===== config.mk =====
export PLATFORM = sky130hd
export DESIGN_NAME = core_state_dumper
export DESIGN_NICKNAME = d
export VERILOG_FILES = /design/src/rtl/core_dump_pkg.sv /design/src/rtl/core_state_dumper.sv
export SDC_FILE = /design/constraint.sdc
export NUM_CORES = 1
export LEC_CHECK = 0
export ABC_AREA = 0
export ABC_CLOCK_PERIOD_IN_PS = 2300
export BUFFER_PORTS_ARGS = -buffer_cell sky130_fd_sc_hd__buf_2
export CAP_MARGIN = 0
export CORE_MARGIN = 2
export CORE_UTILIZATION = 49
export DETAILED_ROUTE_END_ITERATION = 8
export GPL_TIMING_DRIVEN = 0
export HOLD_SLACK_MARGIN = 0.05
export PLACE_DENSITY = 0.8
export SLEW_MARGIN = 10
export SYNTH_ARGS = -nofsm -noshare
export SYNTH_HDL_FRONTEND = slang
export SYNTH_SLANG_ARGS = --single-unit

===== constraint.sdc =====
create_clock -name clock -period 2.3 [get_ports clock]
set_clock_uncertainty 0.05 [all_clocks]
set_input_delay 0.23 -clock clock [delete_from_list [all_inputs] [get_ports clock]]
set_output_delay 0.23 -clock clock [all_outputs]
set_load 0.01 [all_outputs]

===== src/rtl/core_dump_pkg.sv =====
// Shared state encoding, dump-source tags and width helper for core_state_dumper.
package core_dump_pkg;

  typedef enum logic [2:0] {
    IDLE,
    RUN,
    REG_LOAD,
    REG_SEND,
    MEM_LOAD,
    MEM_WAIT,
    MEM_SEND,
    DONE
  } dump_state_e;

  localparam logic DUMP_SRC_REG = 1'b0;
  localparam logic DUMP_SRC_MEM = 1'b1;

  function automatic int unsigned max_w(input int unsigned a, input int unsigned b);
    return (a > b) ? a : b;
  endfunction

endpackage


===== src/rtl/core_state_dumper.sv =====
// Runs the core for a bounded number of cycles (or until halt), then streams
// every register followed by every data-memory word over a valid/ready channel.
module core_state_dumper
  import core_dump_pkg::*;
#(
  parameter int unsigned DATA_WIDTH = 32,
  parameter int unsigned REG_COUNT  = 32,
  parameter int unsigned REG_ADDR_W = 5,
  parameter int unsigned MEM_DEPTH  = 256,
  parameter int unsigned MEM_ADDR_W = 8,
  parameter int unsigned MAX_CYCLES = 16,
  parameter int unsigned CNT_W      = 16
) (
  input  logic                                        clock,
  input  logic                                        reset_n,
  input  logic                                        start,
  input  logic                                        halt,
  output logic                                        run_enable,
  output logic [REG_ADDR_W-1:0]                       reg_rd_addr,
  input  logic [DATA_WIDTH-1:0]                       reg_rd_data,
  output logic [MEM_ADDR_W-1:0]                       mem_rd_addr,
  input  logic [DATA_WIDTH-1:0]                       mem_rd_data,
  output logic                                        dump_valid,
  input  logic                                        dump_ready,
  output logic [DATA_WIDTH-1:0]                       dump_data,
  output logic                                        dump_src,
  output logic [max_w(REG_ADDR_W, MEM_ADDR_W)-1:0]    dump_addr,
  output logic [CNT_W-1:0]                            cycle_count,
  output logic                                        done
);

  localparam int unsigned IDX_W = max_w(REG_ADDR_W, MEM_ADDR_W);
  localparam logic [IDX_W-1:0] REG_LAST = IDX_W'(REG_COUNT - 1);
  localparam logic [IDX_W-1:0] MEM_LAST = IDX_W'(MEM_DEPTH - 1);
  localparam logic [CNT_W-1:0] CNT_LAST = CNT_W'(MAX_CYCLES - 1);

  dump_state_e             state_q, state_d;
  logic [IDX_W-1:0]        idx_q, idx_d;
  logic [CNT_W-1:0]        count_q, count_d;
  logic [DATA_WIDTH-1:0]   data_q, data_d;
  logic [IDX_W-1:0]        addr_q, addr_d;
  logic                    src_q, src_d;
  logic                    run_q, valid_q, done_q;
  logic                    handshake;

  assign handshake = valid_q && dump_ready;

  always_comb begin
    state_d = state_q;
    idx_d   = idx_q;
    count_d = count_q;
    data_d  = data_q;
    addr_d  = addr_q;
    src_d   = src_q;
    unique case (state_q)
      IDLE, DONE: begin
        if (start) begin
          state_d = RUN;
          idx_d   = '0;
          count_d = '0;
        end
      end
      RUN: begin
        count_d = (count_q == '1) ? count_q : count_q + CNT_W'(1);
        if (halt || count_q == CNT_LAST) state_d = REG_LOAD;
      end
      REG_LOAD: begin
        data_d  = reg_rd_data;
        addr_d  = idx_q;
        src_d   = DUMP_SRC_REG;
        state_d = REG_SEND;
      end
      REG_SEND: begin
        if (handshake) begin
          if (idx_q == REG_LAST) begin
            idx_d   = '0;
            state_d = MEM_LOAD;
          end else begin
            idx_d   = idx_q + IDX_W'(1);
            state_d = REG_LOAD;
          end
        end
      end
      MEM_LOAD: state_d = MEM_WAIT;
      MEM_WAIT: begin
        data_d  = mem_rd_data;
        addr_d  = idx_q;
        src_d   = DUMP_SRC_MEM;
        state_d = MEM_SEND;
      end
      MEM_SEND: begin
        if (handshake) begin
          if (idx_q == MEM_LAST) begin
            state_d = DONE;
          end else begin
            idx_d   = idx_q + IDX_W'(1);
            state_d = MEM_LOAD;
          end
        end
      end
      default: state_d = IDLE;
    endcase
  end

  // Status flags are registered from the next state so they line up with it.
  always_ff @(posedge clock or negedge reset_n) begin
    if (!reset_n) begin
      state_q <= IDLE;
      idx_q   <= '0;
      count_q <= '0;
      data_q  <= '0;
      addr_q  <= '0;
      src_q   <= DUMP_SRC_REG;
      run_q   <= 1'b0;
      valid_q <= 1'b0;
      done_q  <= 1'b0;
    end else begin
      state_q <= state_d;
      idx_q   <= idx_d;
      count_q <= count_d;
      data_q  <= data_d;
      addr_q  <= addr_d;
      src_q   <= src_d;
      run_q   <= (state_d == RUN);
      valid_q <= (state_d == REG_SEND) || (state_d == MEM_SEND);
      done_q  <= (state_d == DONE);
    end
  end

  assign run_enable  = run_q;
  assign reg_rd_addr = idx_q[REG_ADDR_W-1:0];
  assign mem_rd_addr = idx_q[MEM_ADDR_W-1:0];
  assign dump_valid  = valid_q;
  assign dump_data   = data_q;
  assign dump_src    = src_q;
  assign dump_addr   = addr_q;
  assign cycle_count = count_q;
  assign done        = done_q;

endmodule


# Yosys cells after proc, flatten, opt, wreduce, memory -nomap -nowiden

Cells that the tools add are included.

Output and inout port bits: 73
Memories kept: 0
Bits of input ports: 69
Bits in read-only memories: 0
Word-level logic and storage cells: 60
Latch bits: 0
Register bits: 71
RAM bits: 0

Multiply operators: 0
Bitwise gates (word level): 0
Order comparisons: 0
Equality and inequality tests: 20
Add/subtract/negate cells: 2
Divide/modulo/power cells: 0
Reductions and logical operators: 11
Multiplexer cells: 18
Shift operators: 0

Operators with widths:

| cell                    | count |
|---|---|
| $pmux W32 S2            | 1 |
| $mux W8                 | 5 |
| $mux W16                | 2 |
| $pmux W16 S2            | 1 |
| $pmux W8 S3             | 1 |
| $pmux W3 S7             | 1 |
| $eq A3 B3 Y1 const B    | 6 |
| $add A16 B1 Y16 const B | 1 |
| $eq A16 B16 Y1 const B  | 1 |
| $eq A16 B4 Y1 const B   | 1 |
| $mux W3                 | 5 |
| $ne A2 B2 Y1 const B    | 5 |
| $eq A3 B2 Y1 const B    | 3 |
| $add A8 B1 Y8 const B   | 1 |
| $eq A8 B5 Y1 const B    | 1 |
| $eq A8 B8 Y1 const B    | 1 |
| $eq A3 B1 Y1 const B    | 2 |
| $reduce_and A5 Y1       | 1 |
| $reduce_bool A2 Y1      | 2 |
| $reduce_or A2 Y1        | 2 |
| $logic_not A3 Y1        | 1 |
| $reduce_and A3 Y1       | 1 |
| $reduce_bool A3 Y1      | 1 |
| $logic_or A1 B1 Y1      | 2 |
| 3 further kinds         | 3 |

# Depth between registers and ports, before layout

Depth in word-level cells: 6
Gate-level depth with buffers: 8
Gate-level depth less buffers: 7

# Worst setup path before layout

Ideal clock, no wire load.

Kind: register to register
From: register idx_q[0] (netlist: mem_rd_addr[0])
To: register idx_q[7] (netlist: mem_rd_addr[7])
Stages on the path, launching flop included: 7
Setup time: 0.077 ns
Arrival time: 1.850 ns
Clock period less this slack: 1.976 ns
Required time: 2.173 ns
Path slack: 0.324 ns
Buffers on the path: 0
Path through: dfrtp_1 -> ha_1 -> nand4_1 -> o21bai_1 -> a2111o_1 -> or4_1 -> o21ai_1

Word-level cells in the longest chain between the ends: 4
Elaborated cells between the ends (all ways): 10
Classes of those cells: add/sub: 1; eq/ne: 3; mux: 5; reduce/logical: 1

Ends and longest elaborated chain:

| what                                                 | line                                                                      | text |
|---|---|---|
| from (decl)                                          | core_state_dumper.sv:38                                                   | `logic [IDX_W-1:0] idx_q, idx_d;` |
| from (signal assigned)                               | core_state_dumper.sv:119                                                  | `idx_q <= idx_d;` |
| $add A8 B1 Y8 / $eq A8 B5 Y1 (equally long branches) | core_state_dumper.sv:79, core_state_dumper.sv:96, core_state_dumper.sv:75 |  |
| $mux W8, on equally long branches                    | core_state_dumper.sv:93, core_state_dumper.sv:75                          |  |
| $mux W8, on equally long branches                    | core_state_dumper.sv:92, core_state_dumper.sv:74                          |  |
| $pmux W8 S3                                          | core_state_dumper.sv:55                                                   | `unique case (state_q)` |

Parallel ways exist; a longest one is shown, timed or not. The select of a mux whose other input is x is not followed.
A chain may end at the register's enable or synchronous reset.

# Final worst setup path

Ends and elaborated chain as after synthesis.

==> metrics.md <==
| Metric | Value |
|---|---|
| CTS Buffer Depth | 2 |
| Hold Path Class | input pin to flip-flop |
| Most frequent cell after synthesis | dfrtp_1 |
| Final ANT Viol Nets | 0 |
| Max incr delay on CP | 460 ps |
| Crit path cell chain | ha_1 > nand4_1 > o21bai_1 > a2111o_1 > or4_1 > o21ai_1 |
| Overflow after GRT | 0 |
| Routed vias | 3422 |
| Setup Viol. Count Final | 0 |
| Die Span Y | 90.6 µm |
| Ys flop type | dfrtp_1 |
| EDFF count, synth | 0 |
| Drt via density | 5.41 |
| WHS | 126 ps |
| Non-filler cells, final | 632 |
| DRT iter0 DRCs | 106 |
| Sequential power share | 39.4% |
| Clock power frac | 21.1% |
| Total GRT Usage | 23.6% |
| M1 GR Usage | 30.4% |
| Post-Synthesis Cells | 374 |
| Max Slew Vio Count | 0 |
| LEAKAGE | 2.55 nW |
| Max Fanout on Critical Path | 8 |
| First-pass GRT wire length | 15.7 mm |
| Worst-Skew Late Latency | 340 ps |
| Grt peak-use layer | met2 |
| Register area share after synthesis | 48.4% |
| Crit. End Element | flip-flop |
| Hold Vio Cnt, Final | 0 |
| Area contributors post-synth | dfrtp_1 48%, mux2i_1 9.3%, o21ai_0 7.0% |
| Clock Tree Root | clkbuf_8 |
| Initial antenna violation count | 0 |
| Most area-hungry cell type in the Yosys netlist | dfrtp_1 |
| Synthesized area | 3670 µm² |
| Status | completed |
| Number of buffers created by CTS | 9 |
| Vias in the first global route | 3317 |
| Final WL | 9.62 mm |
| CP startpoint kind | flip-flop |
| Logic pwr share | 39.5% |
| Core box area | 7250 µm² |
| Total Nets Final | 599 |
| Worst Tran Pin Value | 642 ps |
| Max-cap viol count | 0 |
| Port-buffer cells | 141 |
| Die area | 8200 µm² |
| Slowest cell on the critical path | dfrtp_1 |
| CP required | 2510 ps |
| Worst-case vdd ir drop | 0.535 mV |
| Initial Utilization | 50.6% |
| Grt met3 use | 4.01% |
| Asr flop ratio synth | 100% |
| Syn avg cell area | 9.82 µm² |
| Yosys cell types | 52 |
| Die Width | 90.6 µm |
| Largest net degree at the start of global routing | 52 |
| Synth top area share | 48.4% |
| Final cycle utilization of the critical path | 97.4% |
| Placed Instances | 615 |
| # DRC | 0 |
| Power density over cell area | 1080 nW/µm² |
| Syn Nets | 445 |
| # fillers | 639 |
| DR pass1 iterations | 4 |
| IO Count | 142 |
| RSZ-0062 raised after global routing | true |
| Routability cong. | 0.836 |
| Worst-path clk slew | 80 ps |
| Post-CTS setup buffers | 0 |
| CTS Sinks | 71 |
| ANT cells | 0 |
| Routed len/inst | 15.2 µm |
| DP Wirelength | 7.24 mm |
| Met2 GRT Util | 40.5% |
| Maximum clock frequency | 447 MHz |
| Relative slew slack | 56.9% |
| Syn. warnings | 0 |
| Min Clock Period, post-route | 2240 ps |
| Commonest cells post-synth | 71 x dfrtp_1, 55 x nand2_1, 51 x o21ai_0 |
| Rows | 31 |
| CTS H-tree lvls | 3 |
| Sw Ratio | 39.3% |
| Cell-internal power | 0.00313 W |
| CP Class | flip-flop to flip-flop |
| TritonCTS clock tree | done |
| Fraction of layout cells with a size suffix above 1 | 35.1% |
| FF+latch count, synth | 71 |
| Net Sw Power | 0.00202 W |
| WP data arrival | 2450 ps |
| Area added between synthesis and finish | 30.1% |
==> state kept, by name, indices dropped and copies added, names as in the netlist <==
register / flops
dump_data: 32
cycle_count: 16
dump_addr: 8
mem_rd_addr: 8
state_q: 3
done: 1
dump_src: 1
dump_valid: 1
run_enable: 1
==> final timing paths <==
path	from	to	slack [ps]	cells after the start
setup / recovery	mem_rd_addr[0]	mem_rd_addr[7]	60	6
hold / removal	mem_rd_data[22]	dump_data[22]	130	3
setup reg to reg	mem_rd_addr[0]	mem_rd_addr[7]	60	6
hold reg to reg	dump_data[25]	dump_data[25]	430	2
max in group asynchronous	reset_n	dump_data[0]	1400	3
min in group asynchronous	reset_n	cycle_count[15]	260	2
==> cell type report <==
class	instances	area [µm²]	area share [%]
clock buffers	11	131	2.75
flip-flops and latches	71	1780	37.2
well taps	99	124	2.59
repair buffers	143	746	15.6
inverters	7	26.3	0.550
plain buffers	23	119	2.49
clock inverters	5	82.6	1.73
multi-input cells	273	1770	37.1
==> cell families (layout without fill, tap and decap cells) <==
group / count (synthesis) / in the layout / synth area share (%)
multiplexers: 40 / 40 / 11.1
AND/OR/NAND/NOR: 129 / 129 / 18.5
flip-flops: 71 / 71 / 48.4
adder cells (fa/ha/maj): 2 / 2 / 0.681
buffers and inverters: 30 / 189 / 3.92
AO/OA/AOI/OAI: 102 / 102 / 17.4
==> timing repair <==
| action | CTS | global route |
|---|---|---|
| hold endpoints to repair | 22 | 0 |
| resized for setup | 0 | 6 |
| hold buffers | 1 | 0 |
| endpoints found under the setup margin | 0 | 34 |
==> worst max-delay path, delay by kind of cell, from the launching register on <==
kind	cells	cell delay (ps)
compound gates	3	700
fa+ha+maj	1	270
flops	1	460
simple gates	2	670
==> cells in the final DEF, fill, tap and decap left out, types with 4 or more instances in the layout <==
cell type and n:
a21oi_1 13, and2_1 5, buf_2 147, buf_4 7, clkbuf_1 11, clkbuf_8 9
dfrtp_1 71, inv_1 6, mux2_2 6, mux2i_1 34, nand2_1 55, nand2b_1 7
nand3_1 15, nor2_1 5, nor2b_1 4, nor3_1 6, o21ai_0 51, o31ai_1 5
or3_1 5, or4_1 7
==> through the flow <==
step / instance area (µm²) / worst slack [ps] / utilization, % / TNS, ps / total power [W]
after CTS: 4760 / 54.1 / 65.6 / 0 / 0.00517
after global placement: 4500 / 139 / 62.1 / 0 / 0.00398
after detailed placement: 4530 / 83.2 / 62.5 / 0 / 0.00408
after global routing: 4780 / -61.7 / 65.8 / -120 / 0.00553
final: 4780 / 60.8 / 65.8 / 0 / 0.00515
after floorplan: 3670 / 324 / - / 0 / 0.00321
==> per-layer routing <==
layer  vias to the layer above  wire, µm
li1                       1673         -
met1                      1612      4230
met2                       126      4720
met3                        11       566
met4                         0       109
met5                         -         0
==> power groups by stage <==
stage	registers, W	logic, W	clock network (W)
4_1_cts	0.00202	0.00204	0.00111
5_1_grt	0.00209	0.00228	0.00116
3_3_place_gp	0.00201	0.00196	0
3_5_place_dp	0.00204	0.00204	0
6_report	0.00203	0.00203	0.00109
2_1_floorplan	0.00219	0.00102	0
Power figures use the tool's default switching activity.
